`src/rtl/fds_audio_lpf_mix.sv`:
```
// fds_audio_lpf_mix: one-pole RC low-pass on the FDS level, mixed with the APU into a saturated 16-bit output
// Ports: clk/reset (async, active-high); m2 = CPU M2, decimated to the filter sample rate;
// enable = 1 filters, 0 bypasses; fds_in = 12-bit FDS level; apu_in = 16-bit APU mix;
// fds_filt = filtered level (accumulator high half); sample_strobe = pulse after each update;
// mix_out = registered min(apu_in + (fds_filt >> FDS_SHIFT), 0xFFFF).
module fds_audio_lpf_mix #(
  parameter int DIV = 4,
  parameter logic [15:0] COEF = 16'd1817,
  parameter int FDS_SHIFT = 1
) (
  input  logic        clk,
  input  logic        reset,
  input  logic        m2,
  input  logic        enable,
  input  logic [11:0] fds_in,
  input  logic [15:0] apu_in,
  output logic [15:0] fds_filt,
  output logic        sample_strobe,
  output logic [15:0] mix_out
);
  typedef enum logic [1:0] {IDLE, MUL, ACC} state_t;
  state_t state;
  logic m2_d, trig, pending, sign;
  logic [7:0] div_cnt;
  logic [3:0] bit_cnt;
  logic [15:0] x, y_hi, mag, mcand;
  logic [31:0] y_acc, prod, addend, y_next;
  logic [32:0] sum;
  logic [16:0] mix_sum;
  logic rise, last_div;
  assign x = {fds_in, 4'b0};
  assign y_hi = y_acc[31:16];
  assign fds_filt = y_hi;
  assign rise = m2 & ~m2_d;
  assign last_div = div_cnt == 8'(DIV - 1);
  assign addend = mcand[0] ? {16'b0, mag} << bit_cnt : '0;
  assign sum = {1'b0, y_acc} + {1'b0, prod};
  // Clamp both directions so the accumulator never wraps.
  assign y_next = sign ? (prod > y_acc ? '0 : y_acc - prod) : (sum[32] ? '1 : sum[31:0]);
  assign mix_sum = {1'b0, apu_in} + {1'b0, fds_filt >> FDS_SHIFT};
  always_ff @(posedge clk or posedge reset) begin
    if (reset) begin
      m2_d <= 1'b0;
      div_cnt <= '0;
      trig <= 1'b0;
      mix_out <= '0;
    end else begin
      m2_d <= m2;
      if (rise) div_cnt <= last_div ? '0 : div_cnt + 8'd1;
      trig <= rise & last_div;
      mix_out <= mix_sum[16] ? 16'hFFFF : mix_sum[15:0];
    end
  end
  always_ff @(posedge clk or posedge reset) begin
    if (reset) begin
      state <= IDLE;
      y_acc <= '0;
      pending <= 1'b0;
      sample_strobe <= 1'b0;
      sign <= 1'b0;
      mag <= '0;
      mcand <= '0;
      prod <= '0;
      bit_cnt <= '0;
    end else if (!enable) begin
      y_acc <= {x, 16'b0};
      state <= IDLE;
      pending <= 1'b0;
      sample_strobe <= 1'b0;
    end else begin
      sample_strobe <= state == ACC;
      case (state)
        IDLE: if (trig | pending) begin
          sign <= x < y_hi;
          mag <= x < y_hi ? y_hi - x : x - y_hi;
          mcand <= COEF;
          prod <= '0;
          bit_cnt <= '0;
          // A trig landing on the same cycle a pending one is consumed becomes the new pending.
          pending <= pending & trig;
          state <= MUL;
        end
        MUL: begin
          prod <= prod + addend;
          mcand <= mcand >> 1;
          bit_cnt <= bit_cnt + 4'd1;
          if (bit_cnt == 4'd15) state <= ACC;
          if (trig) pending <= 1'b1;
        end
        ACC: begin
          y_acc <= y_next;
          state <= IDLE;
          if (trig) pending <= 1'b1;
        end
        default: state <= IDLE;
      endcase
    end
  end
endmodule

```
`config.mk`:
```
export PLATFORM = sky130hd
export DESIGN_NAME = fds_audio_lpf_mix
export DESIGN_NICKNAME = d
export VERILOG_FILES = /design/src/rtl/fds_audio_lpf_mix.sv
export SDC_FILE = /design/constraint.sdc
export NUM_CORES = 1
export LEC_CHECK = 0
export BUFFER_PORTS_ARGS = -buffer_cell sky130_fd_sc_hd__buf_2
export CORE_UTILIZATION = 40
export CTS_CLUSTER_DIAMETER = 60
export DETAILED_ROUTE_END_ITERATION = 16
export GPL_TIMING_DRIVEN = 0
export HOLD_SLACK_MARGIN = 0.05
export PLACE_DENSITY = 0.56
export SLEW_MARGIN = 20
export SYNTH_ARGS = -nofsm -noshare
export SYNTH_HDL_FRONTEND = slang
export SYNTH_SLANG_ARGS = --single-unit
```
`constraint.sdc`:
```
create_clock -name clk -period 11.1 [get_ports clk]
set_clock_uncertainty 0.2 [all_clocks]
set_input_delay 2.775 -clock clk [delete_from_list [all_inputs] [get_ports clk]]
set_output_delay 2.775 -clock clk [all_outputs]
set_load 0.02 [all_outputs]
```
**Word level (Yosys, flattened, before mapping)**

Cells that the tools add are included.

- $add $sub $neg: 8
- Multiply operators: 0
- Divide/modulo/power cells: 0
- Order comparisons: 2
- Equality and inequality tests: 10
- Shifts and indexed selects: 1
- Multiplexer cells: 24
- Bitwise logic cells: 5
- Reductions and logical operators: 7

Operators with widths:

| kind | number |
|---|---|
| $mux W32 | 7 |
| $pmux W32 S2 | 1 |
| $mux W16 | 3 |
| $add A32 B32 Y33 | 1 |
| $add A32 B32 Y32 | 1 |
| $gt A32 B32 Y1 | 1 |
| $pmux W16 S2 | 1 |
| $shl A16 B4 Y32 | 1 |
| $sub A16 B16 Y16 | 2 |
| $sub A32 B32 Y32 | 1 |
| $add A16 B15 Y17 | 1 |
| $lt A16 B16 Y1 | 1 |
| $reduce_and A3 Y1 | 3 |
| $add A8 B1 Y8 const B | 1 |
| $eq A8 B2 Y1 const B | 1 |
| $mux W8 | 1 |
| $pmux W4 S2 | 1 |
| $mux W2 | 3 |
| $ne A3 B2 Y1 const B | 2 |
| $ne A3 B3 Y1 const B | 2 |
| $add A4 B1 Y4 const B | 1 |
| $eq A4 B4 Y1 const B | 1 |
| $mux W1 | 4 |
| $mux W4 | 1 |
| other kinds (13) | 15 |

- Bits in registers: 131
- Latch bits: 0
- Bits in writable memories: 0
- ROM bits: 0
- Bits of input ports: 32
- Output and inout port bits: 33
- Word-level logic and storage cells: 70
- Memories kept: 0

**Depth between registers and ports, before layout**

Gate-level depths: netlist (run 1).

- Word-level depth: 5
- Mapped depth: 20
- Depth with buffers taken out: 19

**Least setup slack after synthesis (run 1)**

OpenSTA, ideal clock, no wires.

- Path kind: input to register
- Start: input apu_in[0]
- End: register mix_out[14]
- Setup time: 0.142 ns
- Arrival: 5.255 ns
- Data required time: 10.758 ns
- Slack: 5.502 ns
- Cell stages on the path: 15
- Path through: ha_1 -> inv_1 -> fa_1 -> nor2b_1 -> o21ai_0 -> a21boi_0 -> o21ai_0 -> a21boi_0 -> o2111ai_1 -> nand4_1 -> a41oi_1 -> nor2b_1 -> o21ai_0 -> clkbuf_1 -> o21ai_0

- Word-level cells in the longest chain between the ends: 2

Ends and longest elaborated chain:

| element | line | RTL |
|---|---|---|
| start: declaration | 16 | `input logic [15:0] apu_in,` |
| $add A16 B15 Y17 | 40 | `assign mix_sum = {1'b0, apu_in} + {1'b0, fds_filt >> FDS_SHIFT};` |
| $mux W16 | 51 | `mix_out <= mix_sum[16] ? 16'hFFFF : mix_sum[15:0];` |
| end signal: assignment | 51 |  |
| end: declaration | 19 | `output logic [15:0] mix_out` |

No other way between the ends.
A chain may end at the register's enable or synchronous reset.

**Worst setup path in the final report (run 1)**

Ends and elaborated chain as after synthesis.

==> results of run 1 <==
==> cells in the mapped netlist, types with 5 or more instances <==
cell type and n:
buf_1 8, and2_1 8, a221oi_1 19, dfrtp_1 126
buf_4 16, ha_1 139, nand4_1 14, o211ai_1 5
nor3_1 19, a31oi_1 17, a21oi_1 127, o31ai_1 11
nand2_1 139, clkbuf_1 55, fa_1 5, a211oi_1 15
o21ai_0 106, inv_1 124, or4_1 5, xor2_1 28
a21o_1 52, or2_2 7, o21bai_1 27, mux2_2 8
xnor2_1 75, o31a_1 8, nor2b_1 20, o22ai_1 33
nor2_1 122, o21a_1 11, nand3_1 33, nand2b_1 19
o2111ai_1 6, a21boi_0 7, mux2i_1 28
==> path summary, 6_finish.rpt <==
kind	from	endpoint	slack [ns]	cells past startpoint
min in group asynchronous	reset	mcand[9]	2.16	2
max in group asynchronous	reset	mix_out[14]	7.84	3
worst min-delay path	mcand[2]	mcand[2]	0.27	2
worst max register to register	bit_cnt[1]	prod[31]	5.58	18
worst max-delay path	apu_in[0]	mix_out[14]	5.07	16
worst min register to register	mcand[2]	mcand[2]	0.27	2
==> layer usage <==
metal	part of all wire	vias up	GRT usage	wire length [um]
met5	0	-	0	0
met3	0.060	65	0.0435	2280
met4	0.033	0	0.0997	1260
met1	0.47	5513	0.343	17900
li1	-	5608	-	-
met2	0.43	355	0.376	16300
==> state kept, by name (all words and copies together), names as in the netlist, 2 cells and up <==
register and count:
y_acc 32, prod 32, mag 16, state 2, div_cnt 8, bit_cnt 4
mcand 11, mix_out 16
==> metrics by stage <==
step | cell area [um2] | utilization | setup WS [ns]
floorplan | 12300 | - | 4.77
global placement | 13100 | 0.439 | 2.90
detailed placement | 13200 | 0.440 | 4.63
CTS | 13800 | 0.460 | 5.01
global route | 13800 | 0.460 | 4.63
finish | 13800 | 0.460 | 5.07
==> final cells by class <==
class	instances	area share
Clock inverter	15	0.0119
Timing Repair Buffer	65	0.0253
Clock buffer	17	0.0309
Tap cell	390	0.0354
Multi-Input combinational cell	1191	0.604
Buffer	84	0.0282
Inverter	126	0.0349
Sequential cell	126	0.229
==> cells by family after synthesis <==
logic type,after synthesis,share of synthesized area
compound gates,499,0.266
simple gates,405,0.149
buf+inv,210,0.0698
fa+ha+maj,144,0.149
flops,126,0.256
xor+xnor,103,0.0731
mux,40,0.0373
==> worst max-delay path, delay by kind of cell <==
| kind | cells | cell delay [ns] |
|---|---|---|
| buffers and inverters | 3 | 0.56 |
| adder cells (fa/ha/maj) | 2 | 0.37 |
| AND/OR/NAND/NOR | 3 | 0.29 |
| AO/OA/AOI/OAI | 8 | 2.13 |
==> where the power goes <==
group,leakage [nW],internal [mW],switching [mW],total [mW]
Combinational,4.47,0.708,1.16,1.87
Sequential,1.62,0.572,0.112,0.683
Clock,0.284,0.333,0.243,0.576
Total,6.37,1.61,1.51,3.13
==> reports/results.txt, run 1 <==
outcome: completed
Core ar.: 30000 um2
Root Driver: clkbuf_16
multi-input logic area: 8320 um2
Syn Inst Count: 1527
num ports: 65
Fin. Hold Viols: 0
register area share after synthesis: 0.256
CP dominant cell by count: o21ai_0
CTS Buf Count: 17
syn avg cell area: 8.08 um2
fill count: 3009
non-filler cells, final: 2014
leak pwr: 6.37 nW
Worst Setup Start Kind: primary input
Setup crit end kind: register
CP max-delay cell: o21ai_0
Main synth FF type: dfrtp_1
dpl cells: 1982
post-synth top area cell: dfrtp_1
WHS: 0.269 ns
Max IR drop VDD: 115 uV
Post-DRT Antenna Nets: 0
H-tree depth: 4
# resized after CTS: 0
kind of critical path: primary input to register
detailed-route vias per instance: 5.73
Seq cells post-synth: 126
Pre-antenna DRT Iters: 5
Yosys cell types: 76
Req. time, crit path: 11.20 ns
post-synth top area share: 0.256
min Tclk post-route: 6.03 ns
PortBufs: 64
Synth Warn #: 0
number of global-route vias before repair: 10900
Worst Tran Pin Value: 0.906 ns
Starting Density: 0.412
f_max: 166 MHz
dominant cells by area after synthesis: dfrtp_1 (26%), ha_1 (14%), xnor2_1 (5.3%), a21oi_1 (5.2%), o21ai_0 (4.3%)
Worst Path Arrival: 6.13 ns
clock buffer depth: 2
pin count of the biggest net entering global routing: 65
CTS clk-pin slew, worst paths: 0.06 ns
RSZ-0062 raised after global routing: false
synthesized area: 12300 um2
Die Wd: 178 um
Rel. slew slack: 0.392
DRT iter0 DRCs: 695
die area: 31500 um2
worst skew pair latency: 0.45 ns
Area growth syn-to-layout: 11.6%
async set-reset flop share out of synthesis: 1.00
Post-synth EDFFs: 0
Max Slew Vio Count: 0
HP Class: register to register
# clock sinks: 126
Register Area: 3150 um2
ratio of final minimum period to clock period: 0.543
# DRC: 0
Total GRT Usage: 0.247
initial antenna violation count: 0
RD Place Congestion: 0.932
DR vias: 11500
Crit path largest cell delay: 0.60 ns
Post-CTS Setup Bufs: 0
Nets: 1787
most frequent cells in the layout: nand2_1 (139), ha_1 (139), a21oi_1 (127), dfrtp_1 (126), inv_1 (123)
Die Y: 178 um
pwr dens: 227 nW/um2
dpl hpwl: 29900 um
first-pass GRT wire length: 59900 um
WL final: 37700 um
share of post-route cells with drive strength above 1: 0.0936
GRT Residual Overflow: 0
Rows: 63
worst-path cell chain: buf_2 -> ha_1 -> inv_1 -> fa_1 -> nor2b_1 -> o21ai_0 -> a21boi_0 -> o21ai_0 -> a21boi_0 -> o2111ai_1 -> nand4_1 -> a41oi_1 -> nor2b_1 -> o21ai_0 -> clkbuf_1 -> o21ai_0
Mapped Nets: 1703
final setup fails: 0
DR WL/cell: 18.7 um
Post-CTS Hold Buffers: 0
setup TNS: 0 ns
worst-path fanout max: 10
CTS tree: yes
power after layout: 3.13 mW
n_diodes: 0
max_cap viols: 0
Power figures use the tool's default switching activity.
==> run 2, diff against run 1 <==
- ABC_AREA: default -> 1
- PLACE_DENSITY: 0.56 -> 0.58
- clock period: 11.1 -> 4.9 ns (I/O delays scaled with it)
==> run 2 against run 1 <==
- core utilization fell by 0.76 points
- design area rose by 24%
- non-clock buffer count rose by 3
- worst hold slack improved by 0.017 ns
- register-to-register slack got worse by 4.7 ns
- synthesized cell count rose by 64%
- via count rose by 39%
- critical endpoint is now prod[30]
- highest routed layer unchanged
==> reports/results.txt, run 2 <==
reg2reg start: bit_cnt[0]
post-route cell area: 17100 um2
Die Y: 199 um
num ports: 65
share of post-route cells with drive strength above 1: 0.116
Max IR drop VDD: 340 uV
CP Capture Point: prod[30]
Buf+Inv Stages, Crit Path: 2
Commonest cells post-synth: nand2_1 (780), inv_1 (405), nor2_1 (194)
HP Start: div_cnt[7]
r2r setup slk: 0.88 ns
number of global-route vias before repair: 15500
WL final: 56000 um
Max Slew Vio Count: 0
dpl hpwl: 47100 um
clock buffer depth: 2
Syn Inst Count: 2506
H-tree depth: 4
Critical Path Start: bit_cnt[0]
n_diodes: 0
post-synth top area share: 0.204
Worst Tran Pin Value: 0.755 ns
Post-CTS Setup Bufs: 0
dominant cells by area after synthesis: dfrtp_1 (20%), nand2_1 (19%), ha_1 (11%), inv_1 (9.8%), nor2_1 (4.7%)
CTS Buf Count: 17
register area share after synthesis: 0.204
# clock sinks: 126
Post-synth EDFFs: 0
post-synth top area cell: dfrtp_1
R2R cell count: 16
fill count: 4121
dpl cells: 3081
Synth Warn #: 0
RD Place Congestion: 0.973
Nets: 2765
Area growth syn-to-layout: 10.8%
CP max-delay cell: o21ai_1
Die Wd: 199 um
Fin. Hold Viols: 0
largest registers: prod (32), y_acc (32)
kind of critical path: register to register
first-pass GRT wire length: 86500 um
Core ar.: 37800 um2
post-placement cell area: 16400 um2
Main synth FF type: dfrtp_1
most frequent cells in the layout: nand2_1 (780), inv_1 (404), nor2_1 (194), nand3_1 (144), ha_1 (139)
syn avg cell area: 6.16 um2
Worst Path Arrival: 4.15 ns
Rows: 71
Crit path largest cell delay: 0.48 ns
# resized after CTS: 0
Total GRT Usage: 0.292
outcome: completed
Rel. slew slack: 0.497
Root Driver: clkbuf_16
worst-path fanout max: 10
max_cap viols: 0
Hold Path Cell Cnt: 1
pwr dens: 603 nW/um2
Pre-antenna DRT Iters: 6
HP Class: register to register
RSZ-0062 raised after global routing: false
most common cell after layout, fill and taps aside: nand2_1
detailed-route vias per instance: 5.14
min Tclk post-route: 4.02 ns
multi-input logic area: 10100 um2
Worst R2R End: prod[30]
final core occ: 0.452
CTS tree: yes
Seq cells post-synth: 126
worst-path cell chain: buf_2 -> buf_2 -> nand2_1 -> o21ai_0 -> o21ai_0 -> nor2_1 -> a31oi_1 -> nor2_1 -> ha_1 -> nand2_1 -> nor3_1 -> a21oi_1 -> o21ai_1 -> nand3_1 -> a21oi_1 -> o21ai_1
CTS clk-pin slew, worst paths: 0.07 ns
DR WL/cell: 18.0 um
Starting Density: 0.408
f_max: 249 MHz
setup TNS: 0 ns
stages on the worst setup path: 16
Register Area: 3150 um2
leak pwr: 9.42 nW
Worst Setup Start Kind: register
cell family with most CP delay: compound AO/OA/AOI/OAI gates
non-filler cells, final: 3113
pin count of the biggest net entering global routing: 83
final setup fails: 0
Mapped Nets: 2682
worst skew pair latency: 0.45 ns
initial antenna violation count: 0
DR vias: 16000
async set-reset flop share out of synthesis: 1.00
PortBufs: 63
Req. time, crit path: 5.03 ns
Post-DRT Antenna Nets: 0
Setup crit end kind: register
die area: 39400 um2
GRT Residual Overflow: 0
# DRC: 0
Yosys cell types: 58
DRT iter0 DRCs: 1126
synthesized area: 15400 um2
count leader, synth: nand2_1
Post-CTS Hold Buffers: 0
ratio of final minimum period to clock period: 0.820
[run 2: changes by cell type after synthesis, sizes merged, moves of 35 or more]
cell | before | now
nor2 | 122 | 212
nand2 | 139 | 826
nand3 | 33 | 174
xnor2 | 75 | 9
a21o | 52 | 8
inv | 125 | 428
buf | 29 | 64
[run 2: worst min-delay path by stage]
stage          slack [ns]    endpoint
2_1_floorplan        0.25  div_cnt[7]
3_3_place_gp         0.27  div_cnt[7]
3_5_place_dp         0.27  div_cnt[7]
4_1_cts              0.29  div_cnt[7]
5_1_grt              0.31  div_cnt[7]
6_report             0.29  div_cnt[7]
[run 2: layer usage]
layer	part of all wire	global-route usage	routed length (um)
met3	0.035	0.0314	1980
met1	0.46	0.382	25800
met5	0	0	0
met4	0.035	0.110	1960
met2	0.47	0.494	26300
[run 2: through the flow]
step	worst slack (ns)	hold slack, ns	total power, mW
global placement	-1.80	0.271	8.63
global route	0.621	0.310	11.2
finish	0.882	0.286	10.3
CTS	0.960	0.287	10.2
floorplan	0.119	0.247	6.68
detailed placement	0.975	0.274	8.71
[run 2: cells by family (layout without fill, tap and decap cells)]
logic type | Yosys count | after routing | synth area share
xor gates and xnor gates | 53 | 53 | 0.0301
AOI/OAI and AO/OA | 373 | 373 | 0.137
muxes | 2 | 2 | 0.00130
adders and majority gates | 144 | 144 | 0.119
and+or+nand+nor | 1288 | 1288 | 0.364
buffers and inverters | 520 | 616 | 0.144
DFF | 126 | 126 | 0.204
[run 2: final cells by class]
cell class / count / share of cell area
repair buffers: 64 / 0.0200
clock inverters: 15 / 0.0146
well taps: 511 / 0.0374
plain buffers: 88 / 0.0347
multi-input cells: 1860 / 0.589
inverters: 432 / 0.0955
clock buffers: 17 / 0.0249
flip-flops and latches: 126 / 0.184
[run 2: power breakdown]
| group | leakage, nW | internal, mW | switching, mW |
|---|---|---|---|
| Clock | 0.330 | 0.922 | 0.561 |
| Sequential | 1.59 | 1.34 | 0.354 |
| Combinational | 7.50 | 2.26 | 4.88 |
| Total | 9.42 | 4.52 | 5.79 |
